## src/rtl/crc_lut_pkg.sv

```systemverilog
`default_nettype none
// ============================================================================
//  Module      : crc_lut_pkg
//  Description : Shared types, table geometry and the rotating-priority pick
//                function used by the CRC lookup-table scheduler.
//  Revision    : 1.0 - initial release
// ============================================================================
package crc_lut_pkg;

    localparam int CRC_TAB_AW = 8;
    localparam int CRC_TAB_DW = 32;

    // Largest requester count the pick function handles natively
    localparam int RR_MAX_N = 8;

    typedef enum logic [0:0] {
        IDLE   = 1'b0,
        LOCKED = 1'b1
    } sched_state_t;

    typedef struct packed {
        logic       found;
        logic [2:0] idx;
    } rr_pick_t;

    // Rotating priority search starting at ptr. The scan wraps at RR_MAX_N;
    // callers zero every bit at or above their own requester count, so the
    // visiting order is identical to a wrap at that count.
    function automatic rr_pick_t rr_pick(input logic [RR_MAX_N-1:0] valid,
                                         input logic [2:0]          ptr);
        rr_pick_t   r;
        logic [2:0] j;
        r = '0;
        for (int k = 0; k < RR_MAX_N; k++) begin
            j = ptr + 3'(k);
            if (!r.found && valid[j]) begin
                r.found = 1'b1;
                r.idx   = j;
            end
        end
        return r;
    endfunction

endpackage
`default_nettype wire

```

## src/rtl/crc_lut_sched_rr_prio_sel.sv

```systemverilog
`default_nettype none
// ============================================================================
//  Module      : rr_prio_sel
//  Description : Rotating priority encoder. Grants the first active request
//                at or after the pointer, wrapping at NREQ.
//  Revision    : 1.0 - initial release
// ============================================================================
module rr_prio_sel
    import crc_lut_pkg::*;
#(
    parameter int NREQ = 4,
    parameter int IDW  = 2
) (
    input  logic [NREQ-1:0] i_req,
    input  logic [IDW-1:0]  i_ptr,
    output logic [NREQ-1:0] o_gnt,
    output logic [IDW-1:0]  o_idx,
    output logic            o_found
);

    logic [RR_MAX_N-1:0] w_req8;
    logic [2:0]          w_ptr3;
    rr_pick_t            w_pick;
    logic                w_unused;

    // Widen request and pointer to the fixed width of the pick function
    always_comb begin
        w_req8             = '0;
        w_req8[NREQ-1:0]   = i_req;
        w_ptr3             = '0;
        w_ptr3[IDW-1:0]    = i_ptr;
        w_pick             = rr_pick(w_req8, w_ptr3);
    end

    // Index bits above IDW are always zero for NREQ < 8
    assign w_unused = &{1'b0, w_pick.idx};

    // Narrow the result back and form the one-hot grant
    always_comb begin
        o_found = w_pick.found;
        o_idx   = w_pick.idx[IDW-1:0];
        o_gnt   = '0;
        if (w_pick.found) begin
            o_gnt[o_idx] = 1'b1;
        end
    end

endmodule
`default_nettype wire

```

## src/rtl/crc_lut_sched.sv

```systemverilog
`default_nettype none
// ============================================================================
//  Module      : crc_lut_sched
//  Description : Round-robin scheduler sharing one 256x32 CRC lookup table
//                among NREQ byte-wise CRC engines, with locked bursts and a
//                registered, ID-tagged response one cycle after each grant.
//  Revision    : 1.0 - initial release
// ============================================================================
module crc_lut_sched
    import crc_lut_pkg::*;
#(
    parameter int NREQ = 4,
    parameter int IDW  = 2
) (
    input  logic                  clk,
    input  logic                  rst,
    input  logic [NREQ-1:0]       req_valid,
    input  logic [NREQ*8-1:0]     req_index,
    input  logic [NREQ-1:0]       req_last,
    output logic [NREQ-1:0]       req_ready,
    output logic [31:0]           tab_addr,
    input  logic [CRC_TAB_DW-1:0] tab_rdata,
    output logic [NREQ-1:0]       rsp_valid,
    output logic [CRC_TAB_DW-1:0] rsp_data,
    output logic [IDW-1:0]        rsp_id
);

    localparam logic [IDW-1:0] c_LAST_ID = IDW'(NREQ - 1);

    sched_state_t          r_state;
    logic [IDW-1:0]        r_owner;
    logic [IDW-1:0]        r_rr_ptr;
    logic [NREQ-1:0]       r_rsp_valid;
    logic [CRC_TAB_DW-1:0] r_rsp_data;
    logic [IDW-1:0]        r_rsp_id;

    logic [NREQ-1:0]       w_sel_gnt;
    logic [IDW-1:0]        w_sel_idx;
    logic                  w_sel_found;

    logic [NREQ-1:0]       w_gnt;
    logic [IDW-1:0]        w_gnt_idx;
    logic                  w_xfer;
    logic [CRC_TAB_AW-1:0] w_index;
    logic                  w_last;
    logic [IDW-1:0]        w_next_ptr;

    rr_prio_sel #(
        .NREQ (NREQ),
        .IDW  (IDW)
    ) u_sel (
        .i_req   (req_valid),
        .i_ptr   (r_rr_ptr),
        .o_gnt   (w_sel_gnt),
        .o_idx   (w_sel_idx),
        .o_found (w_sel_found)
    );

    // Grant selection: round-robin when idle, owner-only while locked.
    // A grant is issued only to a valid requester, so a grant is a transfer.
    always_comb begin
        w_gnt     = '0;
        w_gnt_idx = '0;
        w_xfer    = 1'b0;
        if (r_state == IDLE) begin
            w_gnt     = w_sel_gnt;
            w_gnt_idx = w_sel_idx;
            w_xfer    = w_sel_found;
        end else if (req_valid[r_owner]) begin
            w_gnt[r_owner] = 1'b1;
            w_gnt_idx      = r_owner;
            w_xfer         = 1'b1;
        end
    end

    // Mux the granted requester's index and last flag; zero when no grant
    always_comb begin
        w_index = '0;
        w_last  = 1'b0;
        for (int i = 0; i < NREQ; i++) begin
            if (w_gnt[i]) begin
                w_index = req_index[i*8 +: 8];
                w_last  = req_last[i];
            end
        end
    end

    assign w_next_ptr = (w_gnt_idx == c_LAST_ID) ? '0 : w_gnt_idx + 1'b1;

    assign req_ready = w_gnt;
    assign tab_addr  = {{(32-CRC_TAB_AW){1'b0}}, w_index};

    // Scheduler FSM with registered response outputs
    always_ff @(posedge clk) begin
        if (rst) begin
            r_state     <= IDLE;
            r_owner     <= '0;
            r_rr_ptr    <= '0;
            r_rsp_valid <= '0;
            r_rsp_data  <= '0;
            r_rsp_id    <= '0;
        end else begin
            r_rsp_valid <= w_gnt;
            if (w_xfer) begin
                r_rsp_data <= tab_rdata;
                r_rsp_id   <= w_gnt_idx;
            end
            case (r_state)
                IDLE: begin
                    if (w_xfer) begin
                        r_rr_ptr <= w_next_ptr;
                        if (!w_last) begin
                            r_owner <= w_gnt_idx;
                            r_state <= LOCKED;
                        end
                    end
                end
                LOCKED: begin
                    if (w_xfer && w_last) begin
                        r_state <= IDLE;
                    end
                end
                default: r_state <= IDLE;
            endcase
        end
    end

    assign rsp_valid = r_rsp_valid;
    assign rsp_data  = r_rsp_data;
    assign rsp_id    = r_rsp_id;

endmodule
`default_nettype wire
```

## config.mk

```make
export PLATFORM = sky130hd
export DESIGN_NAME = crc_lut_sched
export DESIGN_NICKNAME = d
export VERILOG_FILES = /design/src/rtl/crc_lut_pkg.sv /design/src/rtl/crc_lut_sched_rr_prio_sel.sv /design/src/rtl/crc_lut_sched.sv
export SDC_FILE = /design/constraint.sdc
export NUM_CORES = 1
export LEC_CHECK = 0
export CORE_MARGIN = 2
export CORE_UTILIZATION = 42
export DETAILED_ROUTE_END_ITERATION = 16
export PLACE_DENSITY_LB_ADDON = 0.2
export SYNTH_ARGS = -nofsm -noshare
export SYNTH_HDL_FRONTEND = slang
export SYNTH_HIERARCHICAL = 1
export SYNTH_SLANG_ARGS = --single-unit
```

## constraint.sdc

```tcl
create_clock -name clk -period 10.6 [get_ports clk]
set_input_delay 1.06 -clock clk [delete_from_list [all_inputs] [get_ports clk]]
set_output_delay 1.06 -clock clk [all_outputs]
set_load 0.01 [all_outputs]
```

==> results by group, run 1 <==
GRT
  • Total grt overflow: 0
  • Total global-route track usage: 20.6%
  • First-pass GRT wire length: about 12000 um
  • Largest net degree at the start of global routing: between 40 and 50
  • Vias in the first global route: between 2000 and 2500
  • Initial antenna violation count: 0

Clock network
  • Postcts setup bufs: 0
  • # H-tree levels: 2
  • CTS tree: built
  • Hold_buf cts: 0
  • Clock-pin transition on the worst setup and hold timing paths: 0.07 ns
  • Sink Count: between 40 and 50
  • Post-CTS resize count: 0
  • CTS max path bufs: 2
  • Clock buffer count from CTS: 5
  • Clk root buf: clkbuf_8
  • Clk_lat worst skew: between 0.2 and 0.3 ns

Synth
  • Mapped Cells: between 300 and 400
  • YS warnings: 6
  • Top-area cell type share of the netlist area: roughly a third
  • Area leader, netlist: dfxtp_1
  • Cell area after synthesis: ~0.0026 sq mm
  • Count leader, synth: nand2_1
  • Syn avg cell area: between 7 and 8 sq um
  • Post-synth EDFFs: 0
  • Multiplexer share of the synthesized area: between 5 and 6%
  • Seq cells post-synth: 43
  • Netlist cell types: 60
  • Register area share after synthesis: about a third
  • Xor/xnor share of the synthesized area: 0.332%
  • Synth area leaders: dfxtp_1, nand2_1, buf_4, a21oi_1, mux2i_1
  • Adder-cell share of the synthesized area: 0.947%
  • Most frequent cells after synthesis: nand2_1, dfxtp_1, a21oi_1
  • Largest family of logic cells by synthesized area: compound AO/OA/AOI/OAI gates
  • Post-Synth Simple-Gate Area: 23.4%
  • Asr flop ratio synth: 0%
  • Synth Area in Compound Gates: a little under a quarter
  • Primary FF master, synth: dfxtp_1

Place
  • # placed instances: 511
  • GP Congestion: 0.862
  • Final HPWL DP: ~5300 um
  • Post-place setup slack: about 4.9 ns
  • Port Buf Inserts: between 100 and 150

STA
  • Setup repair after global routing missed its margin: false
  • Clock Skews: between 0.005 and 0.006 ns
  • Fmax: ~180 MHz
  • Final Hold Fails: 0
  • # setup viols final: 0
  • TNS Setup: 0 ns
  • Final worst slack: ~4.9 ns
  • Final period utilization: a little over half
  • Final min period: around 5.7 ns
  • Slew HR: 27.6%
  • Worst-Margin Slew: 1.09 ns
  • Max Transition Viols Final: 0

Floorplan
  • # rows: 28
  • Die Width: 83.3 um
  • I/O pins: 148
  • Initial Utilization: ~44%
  • Die area: around 0.0069 sq mm
  • Core Region: approximately 0.006 sq mm
  • Die Ht: ~83 um

Cells and area
  • Layout Nets: between 500 and 600
  • Share of layout cells above drive strength 1: between 6 and 7%
  • Ant. Diodes: 0
  • Area grow syn2layout: 45.2%
  • Cell Count, Final, Fillers Out: about 520
  • Fillers: a little over 500

Flow run
  • Max cap viols: 0

Pwr
  • Pwr Density: 282 mW/mm^2
  • Switch Pwr: 0.453 mW
  • Sequential share of power: between 20% and 30%
  • Comb pwr share: 68.0%
  • Clock power frac: a little under a tenth
  • Switch share: between 40% and 50%
  • Maximum VDD drop: about 0.25 mV
  • Pleak: between 1.5 and 2 nW
  • Cell-internal power: ~0.63 mW
  • Pwr Total: ~1.1 mW

Detailed routing
  • Final WL: 7310 um
  • Via Count: roughly 2600
  • First-pass DRT Iterations: 4
  • Via/cell ratio: 5.03
  • Number of remaining DRC errors: 0
  • Initial DRC count: 149
  • Antenna-violating nets left: 0
  • WL/cell: ~14 um

Setup path
  • CP max FO: 11
  • Worst path required time: about 9.5 ns
  • WP data arrival: 4.61 ns
  • Crit start category: primary input
  • Worst setup EP type: primary output
  • Crit Path Class: in -> out

Worst hold path
  • Hold Path Class: reg -> reg

Outcome
  • Status: finished clean
## layout by cell type (no fill, tap or decap), types with 2 or more instances in the layout
| cell type | count |
|---|---|
| a221oi_1 | 9 |
| nor3_1 | 4 |
| and3b_1 | 2 |
| nand3b_1 | 3 |
| and3_1 | 2 |
| o211ai_1 | 2 |
| o21ai_0 | 2 |
| inv_2 | 2 |
| nand2_1 | 78 |
| nor2_1 | 19 |
| inv_1 | 8 |
| o21ai_1 | 2 |
| mux2_4 | 3 |
| clkbuf_8 | 6 |
| a211oi_2 | 2 |
| o2111ai_1 | 2 |
| conb_1 | 24 |
| a211oi_1 | 2 |
| mux2i_1 | 8 |
| a31oi_1 | 2 |
| o22ai_1 | 2 |
| nor2b_1 | 8 |
| o21a_1 | 2 |
| a311oi_1 | 2 |
| buf_4 | 2 |
| o31ai_1 | 8 |
| a21oi_1 | 36 |
| clkdlybuf4s50_1 | 123 |
| dfxtp_1 | 43 |
| nand2b_1 | 4 |
| ha_1 | 2 |
| mux2_2 | 2 |
| or2_2 | 2 |
## logic make-up after synthesis
| kind of cell | count (synthesis) |
|---|---|
| XOR/XNOR | 1 |
| buffers and inverters | 57 |
| multiplexers | 13 |
| AO/OA/AOI/OAI | 86 |
| adder cells (fa/ha/maj) | 2 |
| AND/OR/NAND/NOR | 132 |
| flip-flops | 43 |
| other | 1 |
## flip-flops by register name, summed over array words and instances, names as in the netlist
name       count
rsp_id         2
rsp_data      32
r_rr_ptr       2
r_owner        2
r_state        1
rsp_valid      4
## metal layers
metal  global-route usage [%]  wire length, um  up-vias
met5                        0                0        -
met4                     3.28               30        0
met3                     3.58              418        4
met2                     36.4             3620      106
met1                     26.6             3240     1174
li1                         -                -     1324
## critical path, stage by stage
cell and delay [ns]:
clkdlybuf4s50_1 0.57, nor3b_1 0.23, a31oi_1 0.36, o211ai_1 0.17, o21ai_1 0.27, a21oi_4 0.12, nor3_1 0.25, nand2_1 0.12
o21ai_1 0.48, a221oi_1 0.16, o31ai_1 0.24, clkdlybuf4s50_1 0.57
## per-stage QoR
stage | cell area, sq um | utilization, % | hold WS [ns]
after CTS | 3840 | 64.0 | 0.453
after global routing | 3840 | 64.0 | 0.466
after global placement | 3750 | 62.6 | 0.437
final | 3840 | 64.0 | 0.449
after detailed placement | 3750 | 62.6 | 0.443
after floorplan | 2730 | - | 0.476
## final timing paths
path	startpoint	endpoint	slack (ns)	cells after the start
min reg2reg	rsp_data[30]	rsp_data[30]	0.45	2
max	req_valid[2]	tab_addr[2]	4.93	12
min	rsp_data[30]	rsp_data[30]	0.45	2
max reg2reg	r_rr_ptr[0]	r_owner[0]	6.36	13
## power by group through the flow
stage | clock [mW] | sequential [mW] | combinational [mW]
floorplan | 0 | 0.245 | 0.476
global placement | 0 | 0.245 | 0.730
detailed placement | 0 | 0.247 | 0.738
CTS | 0.105 | 0.244 | 0.740
global route | 0.114 | 0.251 | 0.800
finish | 0.102 | 0.244 | 0.736
## area by class of cell
cell class                 count  area (sq um)  share of cell area (%)
timing repair buffer         125          1250                    32.5
multi-input combinational    258          1510                    39.4
tap                           75          93.8                    2.45
inverter                      10          37.5                   0.978
clock buffer                   6          82.6                    2.15
sequential                    43           861                    22.4
clock inverter                 1          5.00                   0.130
Power figures use the tool's default switching activity.
==> run 2: changes to the inputs <==
--- a/config.mk
+++ b/config.mk
@@ -6,7 +6,7 @@
 export NUM_CORES = 1
 export LEC_CHECK = 0
 export CORE_MARGIN = 2
-export CORE_UTILIZATION = 42
+export CORE_UTILIZATION = 39
 export DETAILED_ROUTE_END_ITERATION = 16
 export PLACE_DENSITY_LB_ADDON = 0.2
 export SYNTH_ARGS = -nofsm -noshare
==> constraint.sdc (replaced) <==
create_clock -name clk -period 5.9 [get_ports clk]
set_input_delay 0.59 -clock clk [delete_from_list [all_inputs] [get_ports clk]]
set_output_delay 0.59 -clock clk [all_outputs]
set_load 0.01 [all_outputs]
==> results by group, run 2 (same netlist as run 1, synthesis figures left out) <==
STA
  • Worst-Margin Slew: between 1 and 1.5 ns
  • TNS Setup: 0 ns
  • Final min period: 5.13 ns
  • Clock Skews: roughly 0.0026 ns
  • # setup viols final: 0
  • Slew HR: a little under 30%
  • Final period utilization: around 87%
  • Fmax: about 200 MHz
  • Setup repair after global routing missed its margin: false
  • Final Hold Fails: 0
  • Max Transition Viols Final: 0

Setup path
  • CP max FO: 20
  • Worst path required time: approximately 5.3 ns
  • Worst setup EP type: primary output
  • Crit Path Class: reg -> out
  • Crit start category: flip-flop
  • Crit. Startpoint: r_rr_ptr[0]
  • Reg-to-reg startpoint: r_rr_ptr[0]
  • WP data arrival: about 4.5 ns

Detailed routing
  • Final WL: about 7100 um
  • First-pass DRT Iterations: 4
  • Number of remaining DRC errors: 0
  • Via Count: ~2600
  • WL/cell: between 10 and 15 um
  • Antenna-violating nets left: 0
  • Initial DRC count: between 100 and 150
  • Via/cell ratio: slightly above 5

Pwr
  • Pleak: approximately 1.5 nW
  • Maximum VDD drop: between 0.2 and 0.25 mV
  • Pwr Density: around 500 mW/mm^2

Clock network
  • Post-CTS resize count: 0
  • CTS tree: built
  • Clock-pin transition on the worst setup and hold timing paths: 0.07 ns
  • Postcts setup bufs: 0
  • Clk root buf: clkbuf_8
  • Hold_buf cts: 0
  • Clk_lat worst skew: ~0.28 ns
  • Sink Count: 43
  • CTS max path bufs: 2
  • Clock buffer count from CTS: 5
  • # H-tree levels: 2

Cells and area
  • Most common cell after layout, fill and taps aside: clkdlybuf4s50_1
  • Layout Nets: between 500 and 600
  • Ant. Diodes: 0
  • Cell Count, Final, Fillers Out: 520
  • Share of layout cells above drive strength 1: roughly 6.5%
  • Commonest non-fill, non-tap cells in the layout: clkdlybuf4s50_1, nand2_1, dfxtp_1, a21oi_1, conb_1
  • Max reg flops: 32
  • Area grow syn2layout: 45.9%

GRT
  • Largest net degree at the start of global routing: 46
  • GR Util met1: 22.1%
  • Total global-route track usage: 18.4%
  • Layer with the highest usage: met2
  • Total grt overflow: 0
  • First-pass GRT wire length: 11300 um
  • Met3 usage: roughly 4.5%
  • GR Layer Usage met2: between 30% and 40%
  • Initial antenna violation count: 0
  • Vias in the first global route: between 2000 and 2500

Place
  • Port Buf Inserts: 123
  • GP Congestion: between 0.8 and 0.9
  • # placed instances: 513
  • Final HPWL DP: between 5000 and 6000 um

Worst hold path
  • Hold Startpoint: rsp_data[0]
  • Hold Path Class: reg -> reg

Floorplan
  • I/O pins: about 150
  • Die area: about 0.0074 sq mm
  • Die Ht: about 86 um
  • Core Region: about 0.0065 sq mm
  • Die Width: ~86 um
  • # rows: 29
  • Initial Utilization: between 40% and 50%

Outcome
  • Status: finished clean

Flow run
  • Max cap viols: 0
-- run 2: cell types whose count changed in the layout (fill, tap and decap cells not counted), sizes merged --
| cell | previous run | this run |
|---|---|---|
| clkinv | 1 | 0 |
| bufinv | 0 | 1 |
-- run 2: stage by stage --
stage | utilization, % | total power, mW | cell area [sq um] | worst slack (ns) | hold slack [ns]
after global placement | 58.1 | 1.76 | 3750 | 1.13 | 0.438
after global routing | 59.7 | 2.13 | 3850 | 0.355 | 0.468
final | 59.7 | 1.98 | 3850 | 0.768 | 0.449
after floorplan | - | 1.29 | 2730 | 2.17 | 0.476
after detailed placement | 58.1 | 1.78 | 3750 | 1.08 | 0.442
after CTS | 59.7 | 1.99 | 3850 | 0.792 | 0.453
-- run 2: power breakdown --
group / internal (mW) / switching [mW] / leakage (nW)
Sequential: 0.367 / 0.0697 / 0.356
Clock: 0.124 / 0.0903 / 0.0513
Combinational: 0.670 / 0.655 / 1.12
Total: 1.16 / 0.815 / 1.52
-- run 2: final cells by class --
type | count | area [sq um]
inverter | 10 | 37.5
multi-input combinational | 258 | 1510
fill | 608 | 2610
timing repair buffer | 125 | 1250
clock buffer | 6 | 72.6
clock inverter | 1 | 30.0
tap | 77 | 96.3
sequential | 43 | 861
-- run 2: worst paths after layout --
path / to / slack [ns] / cells past startpoint
worst max-delay path: tab_addr[1] / 0.77 / 13
worst min-delay path: rsp_data[0] / 0.45 / 2
worst max register to register: r_owner[0] / 1.66 / 13
worst min register to register: rsp_data[0] / 0.45 / 2
-- run 2: critical path: stages, from the launching register on --
cell and delay (ns):
dfxtp_1 0.78, inv_1 0.13, ha_1 0.45, or2_2 0.35, a21oi_1 0.18, o2111ai_1 0.18
o21ai_1 0.19, a21oi_4 0.12, nor3_1 0.25, nand2_1 0.12, o21ai_1 0.52, a221oi_1 0.17
o31ai_1 0.24, clkdlybuf4s50_1 0.58
-- run 2: metal layers --
metal  wire length [um]  up-vias
met5                  0        -
met4                 71        0
met3                512        6
met2               3560      102
met1               2940     1201
li1                   -     1326
==> run 3: changes to the inputs <==
--- a/config.mk
+++ b/config.mk
@@ -5,6 +5,7 @@
 export SDC_FILE = /design/constraint.sdc
 export NUM_CORES = 1
 export LEC_CHECK = 0
+export CAP_MARGIN = 20
 export CORE_MARGIN = 2
 export CORE_UTILIZATION = 39
 export DETAILED_ROUTE_END_ITERATION = 16
==> results by group, run 3 (same netlist as run 1, synthesis figures left out) <==
Floorplan
  • Core Region: 0.00646 sq mm
  • # rows: 29
  • I/O pins: ~150
  • Die Ht: 86.3 um
  • Initial Utilization: between 40% and 50%
  • Die area: around 0.0074 sq mm
  • Die Width: approximately 86 um

Clock network
  • Clk root buf: clkbuf_8
  • Clock-pin transition on the worst setup and hold timing paths: roughly 0.07 ns
  • CTS max path bufs: 2
  • Post-CTS resize count: 0
  • # H-tree levels: 2
  • Hold_buf cts: 0
  • CTS tree: built
  • Sink Count: 43
  • Clk_lat worst skew: roughly 0.28 ns
  • Clock buffer count from CTS: 5
  • Postcts setup bufs: 0

STA
  • TNS Setup: 0 ns
  • Setup repair after global routing missed its margin: false
  • # setup viols final: 0
  • Clock Skews: 0.00279 ns
  • Max Transition Viols Final: 0
  • Final Hold Fails: 0
  • Worst-Margin Slew: ~0.72 ns
  • Fmax: 196 MHz
  • Slew HR: between 50% and 60%
  • Final min period: slightly above 5 ns
  • Final period utilization: between 80 and 90%

Cells and area
  • Share of layout cells above drive strength 1: 6.76%
  • Commonest non-fill, non-tap cells in the layout: clkdlybuf4s50_1, nand2_1, dfxtp_1, a21oi_1, conb_1
  • Layout Nets: 520
  • Max reg flops: 32
  • Ant. Diodes: 0
  • Area grow syn2layout: 46.9%
  • Fillers: 605
  • Cell Count, Final, Fillers Out: about 520
  • Most common cell after layout, fill and taps aside: clkdlybuf4s50_1

Setup path
  • Crit Path Class: reg -> out
  • WP data arrival: about 4.5 ns
  • Worst setup EP type: primary output
  • Crit start category: flip-flop
  • CP max FO: 20
  • Worst path required time: about 5.3 ns

Pwr
  • Pleak: roughly 1.5 nW
  • Sequential share of power: between 20% and 30%
  • Maximum VDD drop: roughly 0.21 mV
  • Cell-internal power: around 1.2 mW
  • Switch share: a little over 40%
  • Switch Pwr: 0.820 mW
  • Comb pwr share: approximately 67%
  • Pwr Total: 2.00 mW
  • Clock power frac: about a tenth
  • Pwr Density: slightly above 500 mW/mm^2

Detailed routing
  • Antenna-violating nets left: 0
  • WL/cell: approximately 14 um
  • Via/cell ratio: slightly above 5
  • First-pass DRT Iterations: 4
  • Via Count: between 2000 and 3000
  • Initial DRC count: between 100 and 150
  • Number of remaining DRC errors: 0
  • Final WL: ~7100 um

Place
  • Port Buf Inserts: about 120
  • GP Congestion: roughly 0.87
  • Final HPWL DP: around 5200 um
  • # placed instances: roughly 510

Worst hold path
  • Hold Path Class: reg -> reg

GRT
  • Initial antenna violation count: 0
  • Total global-route track usage: between 10% and 20%
  • Largest net degree at the start of global routing: 46
  • Total grt overflow: 0
  • Vias in the first global route: around 2400
  • First-pass GRT wire length: approximately 11000 um

Flow run
  • Max cap viols: 0

Outcome
  • Status: finished clean
-- run 3: changes by cell type in the layout (fill, tap and decap cells not counted), sizes merged --
cell	delta
buf	+1
-- run 3: path summary, 6_finish.rpt --
path / depth (start not counted) / slack, ns / end / start
setup / recovery: 13 / 0.79 / tab_addr[1] / r_rr_ptr[0]
hold / removal: 2 / 0.45 / rsp_data[0] / rsp_data[0]
setup reg to reg: 13 / 1.68 / r_owner[0] / r_rr_ptr[0]
hold reg to reg: 2 / 0.45 / rsp_data[0] / rsp_data[0]
-- run 3: layout make-up --
class,instances,area (sq um),share of cell area [%]
Multi-Input combinational cell,258,1510,38.9
Timing Repair Buffer,126,1270,32.8
Sequential cell,43,861,22.2
Tap cell,77,96.3,2.48
Clock buffer,6,72.6,1.87
Inverter,10,37.5,0.967
Clock inverter,1,30.0,0.774
-- run 3: worst max-delay path, cell delays in order, from the launching register on --
cell             delay [ns]
dfxtp_1                0.79
inv_1                  0.13
ha_1                   0.44
or2_2                  0.33
a21oi_1                0.17
o2111ai_1              0.17
o21ai_1                0.18
a21oi_4                0.12
nor3_1                 0.25
nand2_1                0.12
o21ai_1                0.52
a221oi_1               0.17
o31ai_1                0.24
clkdlybuf4s50_1        0.58
-- run 3: per-stage QoR --
step | worst slack (ns) | utilization [%] | instance area (sq um) | hold WS, ns
after CTS | 0.792 | 59.7 | 3850 | 0.453
after detailed placement | 1.08 | 58.1 | 3750 | 0.442
after global placement | 1.13 | 58.1 | 3750 | 0.438
after floorplan | 2.17 | - | 2730 | 0.476
final | 0.790 | 60.1 | 3880 | 0.450
after global routing | 0.355 | 60.1 | 3880 | 0.468
-- run 3: layer usage --
layer | global-route usage [%] | up-vias | routed length (um)
li1 | - | 1326 | -
met1 | 22.1 | 1198 | 2930
met2 | 33.2 | 111 | 3570
met3 | 4.48 | 8 | 546
met4 | 3.84 | 0 | 75
met5 | 0 | - | 0
-- run 3: power groups by stage --
stage	clock, mW	sequential [mW]	combinational [mW]
after floorplan	0	0.440	0.854
after global placement	0	0.441	1.31
after detailed placement	0	0.445	1.33
after CTS	0.222	0.438	1.33
after global routing	0.236	0.450	1.47
final	0.215	0.438	1.34
==> variant 1: new RTL, flow settings as in run 3 <==
`CRC_TAB_DW`: 32 -> 48.
--- a/src/rtl/crc_lut_pkg.sv
+++ b/src/rtl/crc_lut_pkg.sv
@@ -9,5 +9,5 @@
 
     localparam int CRC_TAB_AW = 8;
-    localparam int CRC_TAB_DW = 32;
+    localparam int CRC_TAB_DW = 48;
 
     // Largest requester count the pick function handles natively
Ports: changed (resized rsp_data and tab_rdata); port bits go from 148 to 180. No check against the original RTL was run, so the function may have changed too.
==> variant 1 against run 3 <==
- wire length grew 26%
- sequential cell count rose by 16
- combinational power rose by 9.7%
- power up 26%
- worst setup slack improved by 0.027 ns
- area after synthesis increased by 19%
- final area rose by 26%
==> variant 1: results (changes against run 3) <==
Commonest cells post-synth=nand2_1, dfxtp_1, a21oi_1; post-synthesis compound-gate area fraction=22.5% (-1.0 points); beginning of the critical path=r_rr_ptr[0]; worst min-delay path category=reg2reg; mux contribution to synthesized area=3.66% (-1.9 points); Top FF cell, synth=dfxtp_1; Setup Fix Bufs, Post-CTS=0 (unchanged); clk root buf=clkbuf_8; Crit Path Max Fanout=20 (unchanged); clk buf depth=2 (unchanged); DR WL/cell=13.8 um (+0.98%); Post-Synth XOR/XNOR Area=0.279% (-0.053 points); Initial DRC Count=119 (-4.0%); IO buf count=155 (+26%); post-CTS sizing=0 (unchanged); clk_skew=0.00465 ns (+0.00186 ns); Worst Hold Launch=rsp_data[31]; Seq/Total Area, Yosys=37.6% (+5.0 points); Slew headroom=28.3% (-23 points); dpl cells=633 (+23%); leakage=1.90 nW (+24%); worst reg2reg path depth=14 (+1); Mapped Cells=404 (+21%); Clock transition at path regs=0.06 ns; first-pass GRT wire length=14200 um (+25%); worst vdd rail ir drop=0.000363 V (+72%); Critical R2R Launch=r_rr_ptr[0]; outcome=completed; R2R setup slack=1.53 ns (-0.15 ns); synth top area cells=dfxtp_1, nand2_1, a21oi_1; vias per cell=4.90 (-3.4%); Post-DP Area=0.00462 mm2 (+23%); slowest stage cell, crit path=dfxtp_1; fraction of layout cells with a size suffix above 1=7.13% (+0.37 points); vias in the first global route=3091 (+27%); Detail Placement HPWL=6390 um (+24%); warnings from Yosys=6 (unchanged); hold slack=0.446 ns (-0.00328 ns); reg-to-reg endpoint=r_owner[1]; Post-Layout Cell Count=649 (+25%); Skew-Pair Late Insertion Delay=0.33 ns (+0.05 ns); Worst Hold Depth=2 (unchanged); Worst EP arrival=4.49 ns (-0.03 ns); fill count=686 (+13%); H-tree depth=3 (+1); TritonCTS buffer count=9 (+4); largest net degree at the start of global routing=62 (+35%); GRT Overall Usage=19.8% (+1.5 points); Synth async-reset ratio=0% (unchanged); Distinct cells, synth=62 (+3.3%); GPL Wtd Cong=0.869 (-0.44%); Adder-Cell Fraction of Synth Area=0.796% (-0.15 points); max incr delay on CP=0.77 ns (-0.02 ns); Worst Hold Endpoint=rsp_data[31]; max FFs per register=48 (+50%)
==> variant 1: report_power, final <==
group / internal (mW) / leakage (nW) / switching, mW
clock network: 0.315 / 0.133 / 0.153
registers: 0.494 / 0.489 / 0.0760
logic: 0.732 / 1.28 / 0.739
total: 1.54 / 1.90 / 0.967
==> variant 1: worst max path at each step <==
stage                        to  slack (ns)
CTS                 tab_addr[0]        0.86
finish              tab_addr[0]        0.82
global route        tab_addr[6]        0.48
global placement    tab_addr[1]        1.26
floorplan           tab_addr[0]        2.03
detailed placement  tab_addr[0]        1.11
==> variant 1: critical path: cells and delay by family (launching register included) <==
family	cells	cell delay, ns
adders and majority gates	1	0.49
and+or+nand+nor	4	0.57
buffers and inverters	3	1.17
DFF	1	0.77
AOI/OAI and AO/OA	5	1.16
==> variant 1: kinds of logic after synthesis <==
family,after synthesis
mux,9
flops,59
buf+inv,62
fa+ha+maj,2
simple gates,168
other cells,1
compound gates,102
xor+xnor,1
==> variant 1: final cells by class <==
type                       count  area share [%]
sequential                    59            24.2
timing repair buffer         157            32.4
clock inverter                 4            1.95
tap                          102            2.61
inverter                       9           0.692
clock buffer                  12            3.38
multi-input combinational    306            34.8
==> variant 1: routing by layer <==
layer / share of wire (%) / GRT usage [%] / up-vias
li1: - / - / 1609
met1: 39 / 22.3 / 1433
met2: 51 / 35.6 / 121
met3: 7.4 / 5.94 / 16
met4: 2.0 / 6.64 / 0
met5: 0 / 0 / -
==> variant 1: metrics by stage <==
stage	util, %	worst slack (ns)
finish	62.8	0.817
global route	62.8	0.481
CTS	62.8	0.861
detailed placement	59.5	1.11
global placement	59.1	1.26
floorplan	-	2.03
==> variant 2: new RTL, flow settings as in run 3 <==
Made on the original files. Make the reset (`rst`) asynchronous in one clocked block.
--- a/src/rtl/crc_lut_sched.sv
+++ b/src/rtl/crc_lut_sched.sv
@@ -92,5 +92,5 @@
 
     // Scheduler FSM with registered response outputs
-    always_ff @(posedge clk) begin
+    always_ff @(posedge clk or posedge rst) begin
         if (rst) begin
             r_state     <= IDLE;
Formal check against the unedited RTL: differs if rst is asserted again (counterexample within 4 cycles, from zero or initial values and one cycle with rst high); with rst held inactive, the same outputs for 10 cycles.
==> variant 2 against run 3 <==
- clock skew is 0.0054 ns higher
- hold slack better by 0.062 ns
- worst setup slack gained 0.012 ns
- cell count fell by 10%
- wire length fell by 4.7%
- combinational power is 17% higher
- final area is 5.0% higher
- sequential cell count is the same
- area after synthesis rose by 8.0%
- power grew 16%
==> variant 2: results (changes against run 3) <==
outcome=completed; fraction of layout cells with a size suffix above 1=16.2% (+9.5 points); worst reg2reg path depth=14 (+1); Crit Path Max Fanout=20 (unchanged); largest net degree at the start of global routing=44 (-4.3%); Synth async-reset ratio=100% (+100 points); Distinct cells, synth=58 (-3.3%); Slew headroom=40.1% (-11 points); n_diodes=0 (unchanged); vias in the first global route=2246 (-7.6%); Final Cell Area=0.00407 mm2 (+5.0%); worst vdd rail ir drop=0.000331 V (+57%); fill count=608 (+0.50%); Worst EP arrival=4.51 ns (about the same); DR vias=2300 (-13%); Mean Syn Cell Area=11.2 um2 (+42%); Clock transition at path regs=0.09 ns (+0.02 ns); Initial DRC Count=112 (-9.7%); drt pass-1 iters=4 (unchanged); warnings from Yosys=6 (unchanged); clk_skew=0.00816 ns (+0.00537 ns); Post-DP Area=0.00398 mm2 (+6.1%); Commonest cells post-synth=dfrtp_1, mux2_4, buf_4; first-pass GRT wire length=10600 um (-6.6%); GPL Wtd Cong=0.884 (+1.3%); leakage=1.74 nW (+13%); Worst Hold Depth=1 (-1); dpl cells=461 (-10%); H-tree depth=2 (unchanged); Top FF cell, synth=dfrtp_1; Skew-Pair Late Insertion Delay=0.29 ns; Seq/Total Area, Yosys=37.7% (+5.1 points); GRT Overall Usage=16.9% (-1.5 points); Nets=445 (-14%); vias per cell=4.90 (-3.3%); slowest stage cell, crit path=dfrtp_1; DRT Wirelength=6780 um (-4.7%); synth top area cells=dfrtp_1, mux2_4, buf_4; Detail Placement HPWL=4970 um (-3.7%)
==> variant 2: worst paths after layout <==
| path | startpoint | endpoint | slack, ns |
|---|---|---|---|
| min | rsp_data[12] | rsp_data[12] | 0.51 |
| min in group asynchronous | rst | rsp_data[14] | 0.81 |
| max reg2reg | r_rr_ptr[0] | r_owner[0] | 1.89 |
| min reg2reg | rsp_data[12] | rsp_data[12] | 0.51 |
| max | r_rr_ptr[0] | tab_addr[7] | 0.80 |
| max in group asynchronous | rst | rsp_data[23] | 4.54 |
==> variant 2: cell type report <==
type,instances,share of cell area [%]
clock buffer,5,1.69
clock inverter,3,0.584
inverter,15,1.38
multi-input combinational,180,36.5
sequential,43,26.4
tap,99,3.04
timing repair buffer,124,30.4
==> variant 2: logic make-up (layout without fill, tap and decap cells) <==
kind of cell	count (synthesis)	in the layout	share of synthesized area [%]
AOI/OAI and AO/OA	67	67	18.4
buffers and inverters	54	147	13.2
and+or+nand+nor	46	46	9.25
DFF	43	43	37.7
muxes	40	40	20.1
adders and majority gates	2	2	0.877
other	1	24	0.131
xor gates and xnor gates	1	1	0.307
==> variant 2: power breakdown <==
group / switching, mW / total, mW / internal, mW
Clock: 0.110 / 0.195 / 0.0848
Sequential: 0.118 / 0.560 / 0.442
Combinational: 0.681 / 1.57 / 0.889
==> variant 2: worst reg2reg max path: stages, from the launching register on <==
cell	delay, ns
dfrtp_1	0.78
inv_1	0.17
ha_1	0.45
or2_2	0.33
a21oi_1	0.14
o2111ai_1	0.17
o2111ai_1	0.15
a31o_2	0.28
nor3b_2	0.08
inv_1	0.07
o21a_1	0.25
inv_1	0.23
a221o_1	0.37
a221oi_2	0.30
a2bb2oi_1	0.17
==> variant 2: stage by stage <==
stage / power, mW / worst slack [ns]
3_3_place_gp: 2.13 / 1.08
2_1_floorplan: 1.63 / 1.97
3_5_place_dp: 2.13 / 1.08
4_1_cts: 2.35 / 0.797
5_1_grt: 2.51 / 0.389
6_report: 2.32 / 0.803
==> variant 2: routing by layer <==
metal	wire length, um	up-vias	track usage [%]
met3	674	7	5.45
met2	3070	121	27.7
met4	65	0	4.07
li1	-	1109	-
met5	0	-	0
met1	2980	1063	21.7
